## src/rtl/nx_msg_pkg.sv

```systemverilog
// Shared mesh message definitions for the node encoder and decoder.
// Field layout MSB first: row, col, command, payload.
package nx_msg_pkg;

   localparam int unsigned NX_STREAM_WIDTH  = 32;
   localparam int unsigned NX_ROW_WIDTH     = 4;
   localparam int unsigned NX_COL_WIDTH     = 4;
   localparam int unsigned NX_CMD_WIDTH     = 2;
   localparam int unsigned NX_IDX_WIDTH     = 3;
   localparam int unsigned NX_DIR_WIDTH     = 2;
   localparam int unsigned NX_PAYLOAD_WIDTH = NX_STREAM_WIDTH - NX_ROW_WIDTH - NX_COL_WIDTH - NX_CMD_WIDTH;
   localparam int unsigned NX_SIG_PAD_WIDTH = NX_PAYLOAD_WIDTH - NX_IDX_WIDTH - 1;

   typedef enum logic [1:0] {
      NX_DIRX_NORTH = 2'd0,
      NX_DIRX_EAST  = 2'd1,
      NX_DIRX_SOUTH = 2'd2,
      NX_DIRX_WEST  = 2'd3
   } nx_direction_t;

   typedef enum logic [1:0] {
      NX_CMD_NOP       = 2'd0,
      NX_CMD_CONFIG    = 2'd1,
      NX_CMD_SIG_STATE = 2'd2,
      NX_CMD_RESERVED  = 2'd3
   } nx_command_t;

   typedef struct packed {
      logic [NX_ROW_WIDTH-1:0] row;
      logic [NX_COL_WIDTH-1:0] col;
      nx_command_t             command;
   } nx_header_t;

   typedef struct packed {
      logic [NX_IDX_WIDTH-1:0]     index;
      logic                        state;
      logic [NX_SIG_PAD_WIDTH-1:0] pad;
   } nx_sig_payload_t;

endpackage

```

## src/rtl/nx_msg_buffer.sv

```systemverilog
// Two-entry FIFO with registered head; supports push and pop in the same cycle.
module nx_msg_buffer
   import nx_msg_pkg::*;
#(
   parameter int unsigned WIDTH = NX_STREAM_WIDTH + NX_DIR_WIDTH
) (
   input  logic             clk_i,
   input  logic             rst_i,
   input  logic             push_i,
   input  logic [WIDTH-1:0] data_i,
   input  logic             pop_i,
   output logic [WIDTH-1:0] data_o,
   output logic [1:0]       count_o
);

   logic [WIDTH-1:0] entry_head;
   logic [WIDTH-1:0] entry_tail;
   logic [1:0]       count;
   logic             do_pop;
   logic             do_push;

   assign do_pop  = pop_i && (count != 2'd0);
   assign do_push = push_i && ((count < 2'd2) || do_pop);

   always_ff @(posedge clk_i) begin
      if (!rst_i) begin
         entry_head <= '0;
         entry_tail <= '0;
         count      <= '0;
      end else begin
         case ({do_push, do_pop})
            2'b10: begin
               if (count == 2'd0) entry_head <= data_i;
               else               entry_tail <= data_i;
               count <= count + 2'd1;
            end
            2'b01: begin
               entry_head <= entry_tail;
               entry_tail <= '0;
               count      <= count - 2'd1;
            end
            2'b11: begin
               // Occupancy is unchanged; the new entry lands behind whatever remains.
               if (count == 2'd1) begin
                  entry_head <= data_i;
               end else begin
                  entry_head <= entry_tail;
                  entry_tail <= data_i;
               end
            end
            default: ;
         endcase
      end
   end

   assign data_o  = entry_head;
   assign count_o = count;

endmodule

```

## src/rtl/nx_msg_encoder.sv

```systemverilog
// Outbound message port: builds local signal-state messages, routes them row-first
// and arbitrates fairly against the decoder bypass stream into a 2-entry buffer.
module nx_msg_encoder
   import nx_msg_pkg::*;
#(
   parameter int unsigned STREAM_WIDTH    = 32,
   parameter int unsigned ADDR_ROW_WIDTH  = 4,
   parameter int unsigned ADDR_COL_WIDTH  = 4,
   parameter int unsigned COMMAND_WIDTH   = 2,
   parameter int unsigned INPUT_IDX_WIDTH = 3
) (
   input  logic                       clk_i,
   input  logic                       rst_i,
   input  logic [ADDR_ROW_WIDTH-1:0]  node_row_i,
   input  logic [ADDR_COL_WIDTH-1:0]  node_col_i,
   input  logic [ADDR_ROW_WIDTH-1:0]  sig_row_i,
   input  logic [ADDR_COL_WIDTH-1:0]  sig_col_i,
   input  logic [INPUT_IDX_WIDTH-1:0] sig_index_i,
   input  logic                       sig_state_i,
   input  logic                       sig_valid_i,
   output logic                       sig_ready_o,
   input  logic [STREAM_WIDTH-1:0]    bypass_data_i,
   input  logic [1:0]                 bypass_dir_i,
   input  logic                       bypass_valid_i,
   output logic                       bypass_ready_o,
   output logic [STREAM_WIDTH-1:0]    msg_data_o,
   output logic [1:0]                 msg_dir_o,
   output logic                       msg_valid_o,
   input  logic                       msg_ready_i,
   output logic                       self_drop_o
);

   localparam int unsigned PAD_WIDTH = STREAM_WIDTH - ADDR_ROW_WIDTH - ADDR_COL_WIDTH
                                       - COMMAND_WIDTH - INPUT_IDX_WIDTH - 1;
   localparam int unsigned ENTRY_WIDTH = STREAM_WIDTH + 2;

   localparam logic [0:0] GRANT_LOCAL  = 1'b0;
   localparam logic [0:0] GRANT_BYPASS = 1'b1;

   logic [0:0]              last_grant;
   logic [1:0]              count;
   logic                    space;
   logic                    grant_bypass;
   logic                    grant_local;
   logic                    local_acc;
   logic                    bypass_acc;
   logic                    self_hit;
   logic                    push;
   logic                    pop;
   logic [STREAM_WIDTH-1:0] local_msg;
   nx_direction_t           local_dir;
   logic [ENTRY_WIDTH-1:0]  push_entry;
   logic [ENTRY_WIDTH-1:0]  head_entry;

   assign local_msg = {sig_row_i, sig_col_i, COMMAND_WIDTH'(NX_CMD_SIG_STATE),
                       sig_index_i, sig_state_i, {PAD_WIDTH{1'b0}}};

   always_comb begin
      local_dir = NX_DIRX_WEST;
      if (sig_row_i < node_row_i)      local_dir = NX_DIRX_NORTH;
      else if (sig_row_i > node_row_i) local_dir = NX_DIRX_SOUTH;
      else if (sig_col_i > node_col_i) local_dir = NX_DIRX_EAST;
   end

   assign self_hit = (sig_row_i == node_row_i) && (sig_col_i == node_col_i);

   // A full buffer still has room when its head leaves this same cycle.
   assign space = (count < 2'd2) || ((count == 2'd2) && msg_ready_i);

   assign grant_bypass = bypass_valid_i && (!sig_valid_i || (last_grant == GRANT_LOCAL));
   assign grant_local  = sig_valid_i && !grant_bypass;

   assign sig_ready_o    = rst_i && grant_local && space;
   assign bypass_ready_o = rst_i && grant_bypass && space;

   assign local_acc  = sig_valid_i && sig_ready_o;
   assign bypass_acc = bypass_valid_i && bypass_ready_o;

   assign push       = bypass_acc || (local_acc && !self_hit);
   assign push_entry = bypass_acc ? {bypass_data_i, bypass_dir_i} : {local_msg, local_dir};

   assign msg_valid_o = (count != 2'd0);
   assign pop         = msg_valid_o && msg_ready_i;

   always_ff @(posedge clk_i) begin
      if (!rst_i) begin
         last_grant  <= GRANT_LOCAL;
         self_drop_o <= 1'b0;
      end else begin
         self_drop_o <= local_acc && self_hit;
         if (bypass_acc)     last_grant <= GRANT_BYPASS;
         else if (local_acc) last_grant <= GRANT_LOCAL;
      end
   end

   nx_msg_buffer #(
      .WIDTH (ENTRY_WIDTH)
   ) u_buffer (
      .clk_i   (clk_i),
      .rst_i   (rst_i),
      .push_i  (push),
      .data_i  (push_entry),
      .pop_i   (pop),
      .data_o  (head_entry),
      .count_o (count)
   );

   assign msg_data_o = head_entry[ENTRY_WIDTH-1:2];
   assign msg_dir_o  = head_entry[1:0];

endmodule

```

## config.mk

```make
export PLATFORM = sky130hd
export DESIGN_NAME = nx_msg_encoder
export DESIGN_NICKNAME = d
export VERILOG_FILES = /design/src/rtl/nx_msg_pkg.sv /design/src/rtl/nx_msg_buffer.sv /design/src/rtl/nx_msg_encoder.sv
export SDC_FILE = /design/constraint.sdc
export NUM_CORES = 1
export LEC_CHECK = 0
export BUFFER_PORTS_ARGS = -buffer_cell sky130_fd_sc_hd__buf_2
export CAP_MARGIN = 10
export CORE_UTILIZATION = 47
export DETAILED_ROUTE_END_ITERATION = 12
export PLACE_DENSITY = 0.87
export SYNTH_ARGS = -nofsm -noshare
export SYNTH_HDL_FRONTEND = slang
export SYNTH_SLANG_ARGS = --single-unit
```

## constraint.sdc

```tcl
create_clock -name clk_i -period 2.6 [get_ports clk_i]
set_input_delay 0.26 -clock clk_i [delete_from_list [all_inputs] [get_ports clk_i]]
set_output_delay 0.26 -clock clk_i [all_outputs]
set_load 0.03 [all_outputs]
```

## Yosys cells after proc, flatten, opt, wreduce, memory -nomap -nowiden

Cells that the tools add are included.
Widths: inputs -> output; s select.

- Bitwise operators: 1
- Muxes and demuxes: 13
- Equality and inequality tests: 10
- Add/subtract/negate cells: 2
- $lt $le $gt $ge: 4
- Reduce and logical (&&, ||, !) cells: 29

Operator list:

| cell | count |
|---|---|
| $pmux 34 s3 | 2 |
| $mux 34 | 5 |
| $logic_and 1x1->1 | 15 |
| $eq 4x4->1 | 2 |
| $gt 4x4->1 | 2 |
| $eq 2x2->1 const B | 3 |
| $mux 2 | 3 |
| $reduce_bool 2->1 | 3 |
| $eq 2x1->1 const B | 2 |
| $logic_or 1x1->1 | 4 |
| $lt 4x4->1 | 1 |
| $ne 2x2->1 const B | 2 |
| $pmux 2 s2 | 1 |
| $logic_not 1->1 | 3 |
| $reduce_and 3->1 | 1 |
| $reduce_bool 3->1 | 1 |
| $add 2x1->2 const B | 1 |
| $logic_not 2->1 | 1 |
| $lt 2x2->1 const B | 1 |
| $mux 1 | 2 |
| $ne 2x1->1 const B | 1 |
| $reduce_and 2->1 | 1 |
| $sub 2x1->2 const B | 1 |
| $not 1->1 | 1 |

- Bits in registers: 72
- Output and inout bits: 38
- Word-level logic and storage cells: 64

## Logic depth before layout (Yosys ltp)

Gate-level depths: netlist of run 1.

- Word-level depth: 14
- Mapped depth: 15
- Gate-level depth less buffers: 13

## By module

Synthesis of run 1 repeated with hierarchy kept, for this count alone.

- Cells, all modules: 467
- Area, all modules: 4020.1 um^2

Modules (own cells, without submodules):

| module | cells each | sequential area each (um^2) | area each (um^2) | instances |
|---|---|---|---|---|
| nx_msg_buffer | 383 | 1401.3 | 3373.2 | 1 |
| nx_msg_encoder | 84 | 40.0 | 646.9 | 1 |

## Worst setup path after synthesis of run 1

Ideal clock, no wire load.

- Path kind: in2reg
- Start: input node_row_i[3]
- End: register u_buffer.entry_tail[11]
- Arrival: 2.652 ns
- Setup slack: -0.117 ns
- Library setup time: 0.065 ns
- Data required time: 2.535 ns
- Cell stages on the path: 15
- Path through: inv_1 -> ha_1 -> nand4_1 -> or2_2 -> nand2_1 -> a221o_1 -> inv_1 -> ha_1 -> a221o_1 -> buf_2 -> nand2b_4 -> nor2_8 -> buf_6 -> a22oi_1 -> nor2_1

- Longest elaborated chain between the ends: 9
- Elaborated cells between the ends (all ways): 14
- Classes of those cells: eq/ne (6); mux (1); reduce/logical (7)

RTL lines:

| element | RTL line | RTL |
|---|---|---|
| start, declared | nx_msg_encoder.sv:14 | `input logic [ADDR_ROW_WIDTH-1:0] node_row_i,` |
| $eq 4x4->1 (*) | nx_msg_encoder.sv:65 | `assign self_hit = (sig_row_i == node_row_i) && (sig_col_i == node_col_i);` |
| $logic_and 1x1->1 (*) | nx_msg_encoder.sv:65 |  |
| $logic_not 1->1 (*) | nx_msg_encoder.sv:79 | `assign push = bypass_acc \|\| (local_acc && !self_hit);` |
| $logic_and 1x1->1 (*) | nx_msg_encoder.sv:79 |  |
| $logic_or 1x1->1 (*) | nx_msg_encoder.sv:79 |  |
| $logic_and 1x1->1 (*) | nx_msg_buffer.sv:23 | `assign do_push = push_i && ((count < 2'd2) \|\| do_pop);` |
| $eq 2x2->1 or $eq 2x1->1 (tied branches) | nx_msg_buffer.sv:31 | `case ({do_push, do_pop})` |
| $ne 2x2->1 (no source line) or $reduce_bool 3->1 (tied branches) | n/a |  |
| $reduce_and 3->1 (no source line) | n/a |  |
| end signal, assigned | nx_msg_buffer.sv:34 | `else entry_tail <= data_i;` |
| end signal, assigned | nx_msg_buffer.sv:48 | `entry_tail <= data_i;` |
| end, declared | nx_msg_buffer.sv:17 | `logic [WIDTH-1:0] entry_tail;` |

Mark *: on every way between the ends. The rest lies on a longest branch, timed or not.
A chain may end at the register's enable or synchronous reset.

## Worst setup path after layout of run 1

- Start: register u_buffer.count[0], in the netlist u_buffer.count_o[0]
- End: register u_buffer.entry_tail[29]

- Longest elaborated chain between the ends: 11
- Elaborated cells between the ends (all ways): 28
- Classes of those cells: order compare (1); eq/ne (7); mux (4); reduce/logical (16)

RTL lines:

| element | RTL line | RTL |
|---|---|---|
| start, declared | nx_msg_buffer.sv:18 | `logic [1:0] count;` |
| start signal, assigned | nx_msg_buffer.sv:35 | `count <= count + 2'd1;` |
| start signal, assigned | nx_msg_buffer.sv:40 | `count <= count - 2'd1;` |
| $eq 2x2->1 | nx_msg_encoder.sv:68 | `assign space = (count < 2'd2) \|\| ((count == 2'd2) && msg_ready_i);` |
| $logic_and 1x1->1 | nx_msg_encoder.sv:68 |  |
| $logic_or 1x1->1 | nx_msg_encoder.sv:68 |  |
| $logic_and 1x1->1 | nx_msg_encoder.sv:73 | `assign sig_ready_o = rst_i && grant_local && space;` |
| $logic_and 1x1->1 | nx_msg_encoder.sv:76 | `assign local_acc = sig_valid_i && sig_ready_o;` |
| $logic_and 1x1->1 | nx_msg_encoder.sv:79 |  |
| $logic_or 1x1->1 | nx_msg_encoder.sv:79 |  |
| $logic_and 1x1->1 | nx_msg_buffer.sv:23 |  |
| $eq 2x2->1 or $eq 2x1->1 (tied branches) | nx_msg_buffer.sv:31 |  |
| $ne 2x2->1 (no source line) or $reduce_bool 3->1 (tied branches) | n/a |  |
| $reduce_and 3->1 (no source line) | n/a |  |

Several ways; a longest one is shown, not always the timed one. The select of a mux whose other input is x is not followed.

==> results of run 1 <==
-- synth_stat cells, types with 2 or more instances --
cell type,number,share of area
dfxtp_1,72,0.42
nor2_1,56,0.061
a22oi_1,39,0.085
a2bb2oi_1,23,0.059
a211oi_1,21,0.046
a21oi_1,20,0.029
inv_1,18,0.020
ha_1,16,0.058
o21ai_0,15,0.022
mux2i_1,13,0.038
buf_2,11,0.016
clkbuf_1,11,0.012
nand2_1,11,0.012
buf_6,3,0.0098
nand4_1,3,0.0055
a221o_1,2,0.0058
nand3_1,2,0.0029
nor2b_1,2,0.0036
o211ai_1,2,0.0044
-- through the flow --
| stage | instances | setup TNS, ps |
|---|---|---|
| detailed placement | 557 | -4508 |
| floorplan | 368 | 0 |
| global placement | 557 | -46.57 |
| global route | 587 | -1506 |
| CTS | 575 | 0 |
| finish | 587 | -20.69 |
-- worst max-delay path, cell delays in order, from the launching register on --
cell and delay [ps]:
dfxtp_2 370, inv_4 50, ha_4 150, or2b_4 270, a221o_1 420, inv_2 110, buf_6 100, ha_4 100
a221o_1 220, nand2b_4 300, buf_8 180, a2bb2oi_2 150, nor2_1 50
-- flip-flops by register name, summed over array words and instances, names as in the netlist --
| name | flops |
|---|---|
| u_buffer.count_o | 2 |
| last_grant | 1 |
| u_buffer.entry_tail | 34 |
| self_drop_o | 1 |
| u_buffer.data_o | 34 |
-- cells by family (layout without fill, tap and decap cells) --
family	after synthesis	after routing	share of synthesized area
AOI/OAI and AO/OA	137	138	0.3035
muxes	13	13	0.03784
adders and majority gates	16	16	0.05822
buffers and inverters	47	166	0.06841
DFF	72	72	0.4192
and+or+nand+nor	82	85	0.1103
xor gates and xnor gates	1	1	0.002548
-- how the worst min path moves through the flow --
| stage | to | cells after the start |
|---|---|---|
| 2_1_floorplan | u_buffer.entry_tail[10]$_SDFFE_PN0P_ | 2 |
| 3_3_place_gp | u_buffer.entry_tail[25]$_SDFFE_PN0P_ | 2 |
| 6_report | u_buffer.entry_tail[11]$_SDFFE_PN0P_ | 3 |
| 5_1_grt | u_buffer.entry_tail[11]$_SDFFE_PN0P_ | 3 |
| 4_1_cts | u_buffer.entry_tail[11]$_SDFFE_PN0P_ | 3 |
| 3_5_place_dp | u_buffer.entry_tail[28]$_SDFFE_PN0P_ | 2 |
-- cell type report --
cell class                 count  area share
clock buffer                   9     0.02651
clock inverter                 7     0.01312
inverter                      19     0.01634
multi-input combinational    253      0.4312
sequential                    72      0.3091
tap                           96     0.02571
timing repair buffer         131      0.1781
-- layer usage --
layer / track usage / part of all wire / vias to the layer above
li1: - / - / 1599
met3: 0.04147 / 0.047 / 22
met2: 0.3899 / 0.52 / 115
met1: 0.2795 / 0.42 / 1600
met5: 0 / 0 / -
met4: 0.09389 / 0.019 / 0
-- power groups by stage --
stage	sequential, W	clock (W)	combinational, W
2_1_floorplan	0.00212	0	0.00108
3_3_place_gp	0.00163	0	0.00207
3_5_place_dp	0.00165	0	0.00214
4_1_cts	0.00163	0.000859	0.00218
5_1_grt	0.00170	0.000905	0.00269
6_report	0.00166	0.000848	0.00253
-- repair_timing --
item,in CTS,in global routing
resized for setup,5,47
pin swaps,4,15
hold buffers,0,0
endpoints found under the hold margin,0,0
buffers inserted,1,8
cloned,1,5
endpoints found under the setup margin,39,63
==> reports/results.ini, run 1 <==
[synthesis]
synth_cell_types=47
synth-seq-cells=72
avgSynthCellArea_um2=9.343
synth_edf_count=0
yosys_warnings=0
syn_nets=443
synthFlopType=dfxtp_1
synthCells=368
ys_seq_area_frac=0.4192
synthArstFlopShare=0
syn_area_um2=3438

[timing]
relSlewSlack=0.2892
drv_slew=0
clock_skew_ps=10.88
min_period_over_period=1.005
hold_ws_ps=164.0
setup-violations-final=5
hold_violations=0
fin_crit_ps=2613
rsz0062_at_grt=true
worstMarginPinSlew_ps=1060
fin_ws_ps=-13.41
fmax_mhz=382.6

[pwr]
ir_drop_mv=0.6711
power_density_nw_per_um2=1080
p_sw_w=0.002271
p_clk_frac=0.168
seqPwrFrac=0.330
internal_power_w=0.002775
netSwitchingFraction=0.4501
p_comb_frac=0.502
power_w=0.005046
p_leak_nw=2.015

[critical_path]
path_class=register to register
timing.rr.end=u_buffer.entry_tail[29]$_SDFFE_PN0P_
cp.arrival_ps=2830
worstRegToRegCells=12
startpoint_type=register
rrSetupSlack_ps=-10
r2r-start=u_buffer.count_o[0]$_SDFFE_PN0P_
end_kind=register
required_ps=2820
crit_start=u_buffer.count_o[0]$_SDFFE_PN0P_
endpoint=u_buffer.entry_tail[29]$_SDFFE_PN0P_
crit_fanout=7

[clock_tree]
clockBufferDepth=2
cts_inserted_buffers=9
htree_levels=3
numClockSinks=72
ctsRootBufferMaster=clkbuf_8
tritoncts=done
clk_pin_slew_ps=90
worstSkewPairLatency_ps=350

[global_routing]
grtUsageTotal=0.2265
grt_pass1_vias=2971
antenna_found_initial=0
grt_max_degree=33
overflow=0
grt_pass1_wl_um=13640

[die]
ios=97
die_area_um2=7662
rows=30
dieHeight_um=87.53
initial_core_util=0.4951
core_area_um2=6944
die_w_um=87.53

[outcome]
failed_checks=negative setup slack
status=finished with violations

[cells_and_area]
regArea_um2=1444
fin_nets=561
final_cell_mix=buf_2, dfxtp_1, nor2_1
utilization=0.6728
diodes=0
syn_to_final_growth_pct=35.88
stdcell_area_um2=4672
layout_commonest_cell=buf_2
fill_cells=530
multi_input_area_um2=2014
drive_gt1_frac=0.4134

[placed_design]
port_buffers=96
dp_worst_setup_slack_ps=-157.6
placed_area_um2=4098
gp_congestion=0.8594
hpwl_um=6057

[route]
ant_nets=0
firstDrtPassIters=5
wl_per_cell_um=17.42
routed_wl_um=10220
dr_total_vias=3336
via_per_inst=5.683
drt-initial-drc-count=213
drc=0

[run]
cap_violations=0

[hold_path]
hp-class=input port to register
hold_start=bypass_data_i[9]

(Power assumes the default switching activity.)
==> run 2: changes to the inputs <==
--- a/config.mk
+++ b/config.mk
@@ -10,6 +10,7 @@
 export CORE_UTILIZATION = 47
 export DETAILED_ROUTE_END_ITERATION = 12
 export PLACE_DENSITY = 0.87
+export REMOVE_ABC_BUFFERS = 1
 export SYNTH_ARGS = -nofsm -noshare
 export SYNTH_HDL_FRONTEND = slang
 export SYNTH_SLANG_ARGS = --single-unit
==> run 2 against run 1 <==
Compared with the run above: the flow now finishes without violations; hold slack improved by 2.8 ps; sequential share of layout area is 1.2 points higher; critical path depth decreased by 2; die area unchanged; sequential power about the same; worst setup slack improved by 48 ps; sequential cell count did not move; combinational power is 7.9% lower; register-to-register slack better by 50 ps; core utilization shrank 2.6 points; critical path type unchanged; largest cell class unchanged.
==> reports/results.ini, run 2 (same netlist as run 1, synthesis figures left out) <==
[cells_and_area]
fin_cells=578
final_cell_mix=buf_2, dfxtp_1, nor2_1
syn_to_final_growth_pct=30.64
layout_commonest_cell=buf_2
drive_gt1_frac=0.3485
fin_nets=552
diodes=0

[clock_tree]
clk_pin_slew_ps=80
hold_buffers=0
worstSkewPairLatency_ps=350
tritoncts=done
clockBufferDepth=2
cts_inserted_buffers=9
numClockSinks=72
htree_levels=3
ctsRootBufferMaster=clkbuf_8

[global_routing]
grtUsageTotal=0.2363
grt_pass1_vias=3039
gr-usage-met3=0.03582
globalRouteMet2Util=0.4176
busiest_layer=met2
overflow=0
grt_pass1_wl_um=14070
antenna_found_initial=0
grtUsageMet1=0.2824
grt_max_degree=32

[hold_path]
hp-class=input port to register

[critical_path]
crit_slowest_cell=a221o_1
end_kind=register
cp.arrival_ps=2840
crit_family=compound AO/OA/AOI/OAI gates
crit_fanout=3
slowest_delay_ps=390
startpoint_type=register
crit_path_cell_trace=inv_2, ha_2, or2b_4, a221o_1, buf_4, ha_1, a221o_1, buf_4, or3_1, a21oi_2
path_class=register to register
required_ps=2880
crit_buf_inv=3
rrSetupSlack_ps=30

[timing]
min_period_over_period=0.9868
tns_ps=0
worstMarginPinSlew_ps=1118
rsz0062_at_grt=true
relSlewSlack=0.2505
clock_skew_ps=14.53
fin_crit_ps=2566
hold_violations=0
setup-violations-final=0
drv_slew=0
fin_ws_ps=34.30
fmax_mhz=389.8

[route]
firstDrtPassIters=5
routed_wl_um=9666
ant_nets=0
via_per_inst=5.794
drt-initial-drc-count=215
dr_total_vias=3349
wl_per_cell_um=16.72
drc=0

[die]
dieHeight_um=87.53
initial_core_util=0.4951
ios=97
die_area_um2=7662
rows=30
core_area_um2=6944
die_w_um=87.53

[run]
cap_violations=0

[placed_design]
dp_cells=557
port_buffers=96
hpwl_um=6437
dp_worst_setup_slack_ps=-171.3
gp_congestion=0.8567

[pwr]
p_clk_frac=0.218
netSwitchingFraction=0.4137
ir_drop_mv=0.5805
power_density_nw_per_um2=1130
p_sw_w=0.002101
seqPwrFrac=0.324
p_comb_frac=0.458
internal_power_w=0.002977
p_leak_nw=1.994

[outcome]
status=completed

-- run 2: what timing repair did --
item	CTS	global route
cloned	1	2
endpoints found under the setup margin	51	53
pin swaps	3	8
setup buffers	2	1
resized for setup	4	11
-- run 2: metrics by stage --
stage | hold WS (ps) | total power, W | util | area, um2
final | 166.8 | 0.005077 | 0.6468 | 4492
after global routing | 183.2 | 0.005317 | 0.6468 | 4492
after detailed placement | 452.0 | 0.003844 | 0.5926 | 4115
after global placement | 437.1 | 0.003757 | 0.5926 | 4115
after CTS | 163.0 | 0.004980 | 0.6375 | 4427
after floorplan | 398.3 | 0.003081 | - | 3277
-- run 2: metal layers --
| metal | vias up | wire length, um |
|---|---|---|
| li1 | 1573 | - |
| met4 | 0 | 221 |
| met3 | 34 | 561 |
| met5 | - | 0 |
| met1 | 1597 | 3916 |
| met2 | 145 | 4966 |
-- run 2: power by group through the flow --
| stage | clock [W] | sequential (W) | combinational (W) |
|---|---|---|---|
| global route | 0.00116 | 0.00167 | 0.00249 |
| CTS | 0.00111 | 0.00164 | 0.00223 |
| detailed placement | 0 | 0.00165 | 0.00219 |
| floorplan | 0 | 0.00212 | 0.000959 |
| finish | 0.00111 | 0.00164 | 0.00233 |
| global placement | 0 | 0.00163 | 0.00213 |
-- run 2: path summary, 6_finish.rpt --
path	startpoint	endpoint	cells past startpoint
worst min-delay path	bypass_data_i[3]	u_buffer.entry_tail[5]$_SDFFE_PN0P_	3
worst max register to register	u_buffer.count_o[0]$_SDFFE_PN0P_	u_buffer.entry_tail[28]$_SDFFE_PN0P_	10
worst max-delay path	u_buffer.count_o[0]$_SDFFE_PN0P_	u_buffer.entry_tail[28]$_SDFFE_PN0P_	10
worst min register to register	u_buffer.entry_tail[25]$_SDFFE_PN0P_	u_buffer.entry_tail[25]$_SDFFE_PN0P_	2
-- run 2: final cells by class --
type / count / area [um2]
inverter: 19 / 73.82
tap: 96 / 120.1
sequential: 72 / 1444
multi-input combinational: 251 / 1834
clock buffer: 10 / 137.6
clock inverter: 6 / 112.6
timing repair buffer: 124 / 769.5
fill: 546 / 2452
-- run 2: worst register-to-register path, stage by stage (launching register included) --
cell,delay [ps]
dfxtp_2,340
inv_2,50
ha_2,180
or2b_4,260
a221o_1,390
buf_4,160
ha_1,170
a221o_1,290
buf_4,160
or3_1,370
a21oi_2,150
==> run 3: changes to the inputs <==
--- a/config.mk
+++ b/config.mk
@@ -7,9 +7,11 @@
 export LEC_CHECK = 0
 export BUFFER_PORTS_ARGS = -buffer_cell sky130_fd_sc_hd__buf_2
 export CAP_MARGIN = 10
-export CORE_UTILIZATION = 47
+export CELL_PAD_IN_SITES_DETAIL_PLACEMENT = 0
+export CELL_PAD_IN_SITES_GLOBAL_PLACEMENT = 2
+export CORE_UTILIZATION = 31
 export DETAILED_ROUTE_END_ITERATION = 12
-export PLACE_DENSITY = 0.87
+export PLACE_DENSITY = 0.91
 export REMOVE_ABC_BUFFERS = 1
 export SYNTH_ARGS = -nofsm -noshare
 export SYNTH_HDL_FRONTEND = slang
==> constraint.sdc (replaced) <==
create_clock -name clk_i -period 2.8 [get_ports clk_i]
set_input_delay 0.28 -clock clk_i [delete_from_list [all_inputs] [get_ports clk_i]]
set_output_delay 0.28 -clock clk_i [all_outputs]
set_load 0.03 [all_outputs]
==> run 3 against run 2 <==
Compared with the run above: register-to-register slack better by 110 ps; final cell count up 5.9%; global-route usage down 7.2 points; clock skew down 5.6 ps; core utilization down 25 points; clock-buffer cell count unchanged; wire length down 8.0%.
==> reports/results.ini, run 3 (same netlist as run 1, synthesis figures left out) <==
[outcome]
status=completed

[clock_tree]
hold_buffers=0
clk_pin_slew_ps=90
htree_levels=3
numClockSinks=72
tritoncts=done
clockBufferDepth=2
worstSkewPairLatency_ps=350
cts_inserted_buffers=9
ctsRootBufferMaster=clkbuf_8

[route]
wl_per_cell_um=14.53
via_per_inst=5.002
drt-initial-drc-count=129
drc=0
routed_wl_um=8890
ant_nets=0
firstDrtPassIters=4
dr_total_vias=3061

[cells_and_area]
fin_cells=612
layout_commonest_cell=buf_2
final_cell_mix=buf_2, dfxtp_1, nor2_1
diodes=0
fin_nets=542
syn_to_final_growth_pct=26.67
utilization=0.4018
drive_gt1_frac=0.3220

[critical_path]
r2r-start=u_buffer.count_o[1]$_SDFFE_PN0P_
cp.arrival_ps=2930
path_class=register to register
crit_fanout=7
rrSetupSlack_ps=150
startpoint_type=register
required_ps=3080
end_kind=register
worstRegToRegCells=11
timing.rr.end=u_buffer.entry_tail[18]$_SDFFE_PN0P_

[placed_design]
hpwl_um=6174
port_buffers=96
dp_cells=592
gp_congestion=0.7496

[die]
dieHeight_um=107.3
rows=38
ios=97
die_w_um=107.3
initial_core_util=0.3172
die_area_um2=11520
core_area_um2=10840

[timing]
setup-violations-final=0
fmax_mhz=377.1
min_period_over_period=0.9471
hold_violations=0
relSlewSlack=0.2312
worstMarginPinSlew_ps=1153
drv_slew=0
clock_skew_ps=8.940
fin_crit_ps=2652
rsz0062_at_grt=false
hold_ws_ps=183.4

[global_routing]
grt_max_degree=39
grt_pass1_wl_um=14660
grtUsageTotal=0.1643
overflow=0
antenna_found_initial=0
grt_pass1_vias=2949

[pwr]
power_w=0.004385
ir_drop_mv=0.4096
power_density_nw_per_um2=1007
p_leak_nw=1.905

[hold_path]
hp-class=input port to register
min_path_cells=3
hold_start=bypass_data_i[13]
hold_path_end=u_buffer.entry_tail[15]$_SDFFE_PN0P_

[run]
cap_violations=0

-- run 3: layout make-up --
cell class	count	area (um2)
Fill cell	1082	6485
Multi-Input combinational cell	251	1799
Sequential cell	72	1446
Timing Repair Buffer	114	648.1
Tap cell	140	175.2
Clock buffer	10	137.6
Clock inverter	6	75.07
Inverter	19	73.82
-- run 3: how the worst max path moves through the flow --
stage / startpoint / endpoint / slack (ps) / depth (start not counted)
after detailed placement: node_row_i[3] / u_buffer.entry_tail[5]$_SDFFE_PN0P_ / -20 / 14
final: u_buffer.count_o[1]$_SDFFE_PN0P_ / u_buffer.entry_tail[18]$_SDFFE_PN0P_ / 150 / 11
after floorplan: u_buffer.count_o[1]$_SDFFE_PN0P_ / u_buffer.entry_tail[10]$_SDFFE_PN0P_ / -390 / 11
after CTS: u_buffer.count_o[1]$_SDFFE_PN0P_ / u_buffer.entry_tail[17]$_SDFFE_PN0P_ / 10 / 11
after global routing: u_buffer.count_o[1]$_SDFFE_PN0P_ / u_buffer.entry_tail[18]$_SDFFE_PN0P_ / 20 / 11
after global placement: sig_row_i[3] / u_buffer.entry_tail[13]$_SDFFE_PN0P_ / 50 / 13
-- run 3: worst max-delay path: stages, from the launching register on --
cell,delay (ps)
dfxtp_4,380
inv_2,60
ha_1,190
or2b_4,280
a221o_1,360
buf_4,150
ha_1,180
a221o_1,310
nand2b_4,230
nor2_4,250
a22oi_1,100
nor2_1,100
-- run 3: layer usage --
| layer | share of wire | up-vias | track usage |
|---|---|---|---|
| met5 | 0 | - | 0 |
| met4 | 0.0092 | 0 | 0.04697 |
| met3 | 0.035 | 9 | 0.03390 |
| met2 | 0.46 | 67 | 0.2673 |
| met1 | 0.50 | 1429 | 0.2191 |
| li1 | - | 1556 | - |
-- run 3: per-stage QoR --
step	cell area (um2)	TNS [ps]	setup WS, ps
6_report	4355	0	148.2
5_1_grt	4355	0	21.68
4_1_cts	4312	0	14.74
3_5_place_dp	4088	-115.8	-21.80
3_3_place_gp	4088	0	45.14
2_1_floorplan	3277	-17290	-393.1
-- run 3: timing repair --
item,CTS,global route
setup buffers,0,2
gates resized for setup,0,8
endpoints found under the setup margin,2,49
pin swaps,0,5
cloned,1,1
-- run 3: where the power goes --
group	switching [W]	internal, W
registers	0.000160	0.00135
logic	0.00129	0.000705
clock network	0.000431	0.000450
total	0.00188	0.00251
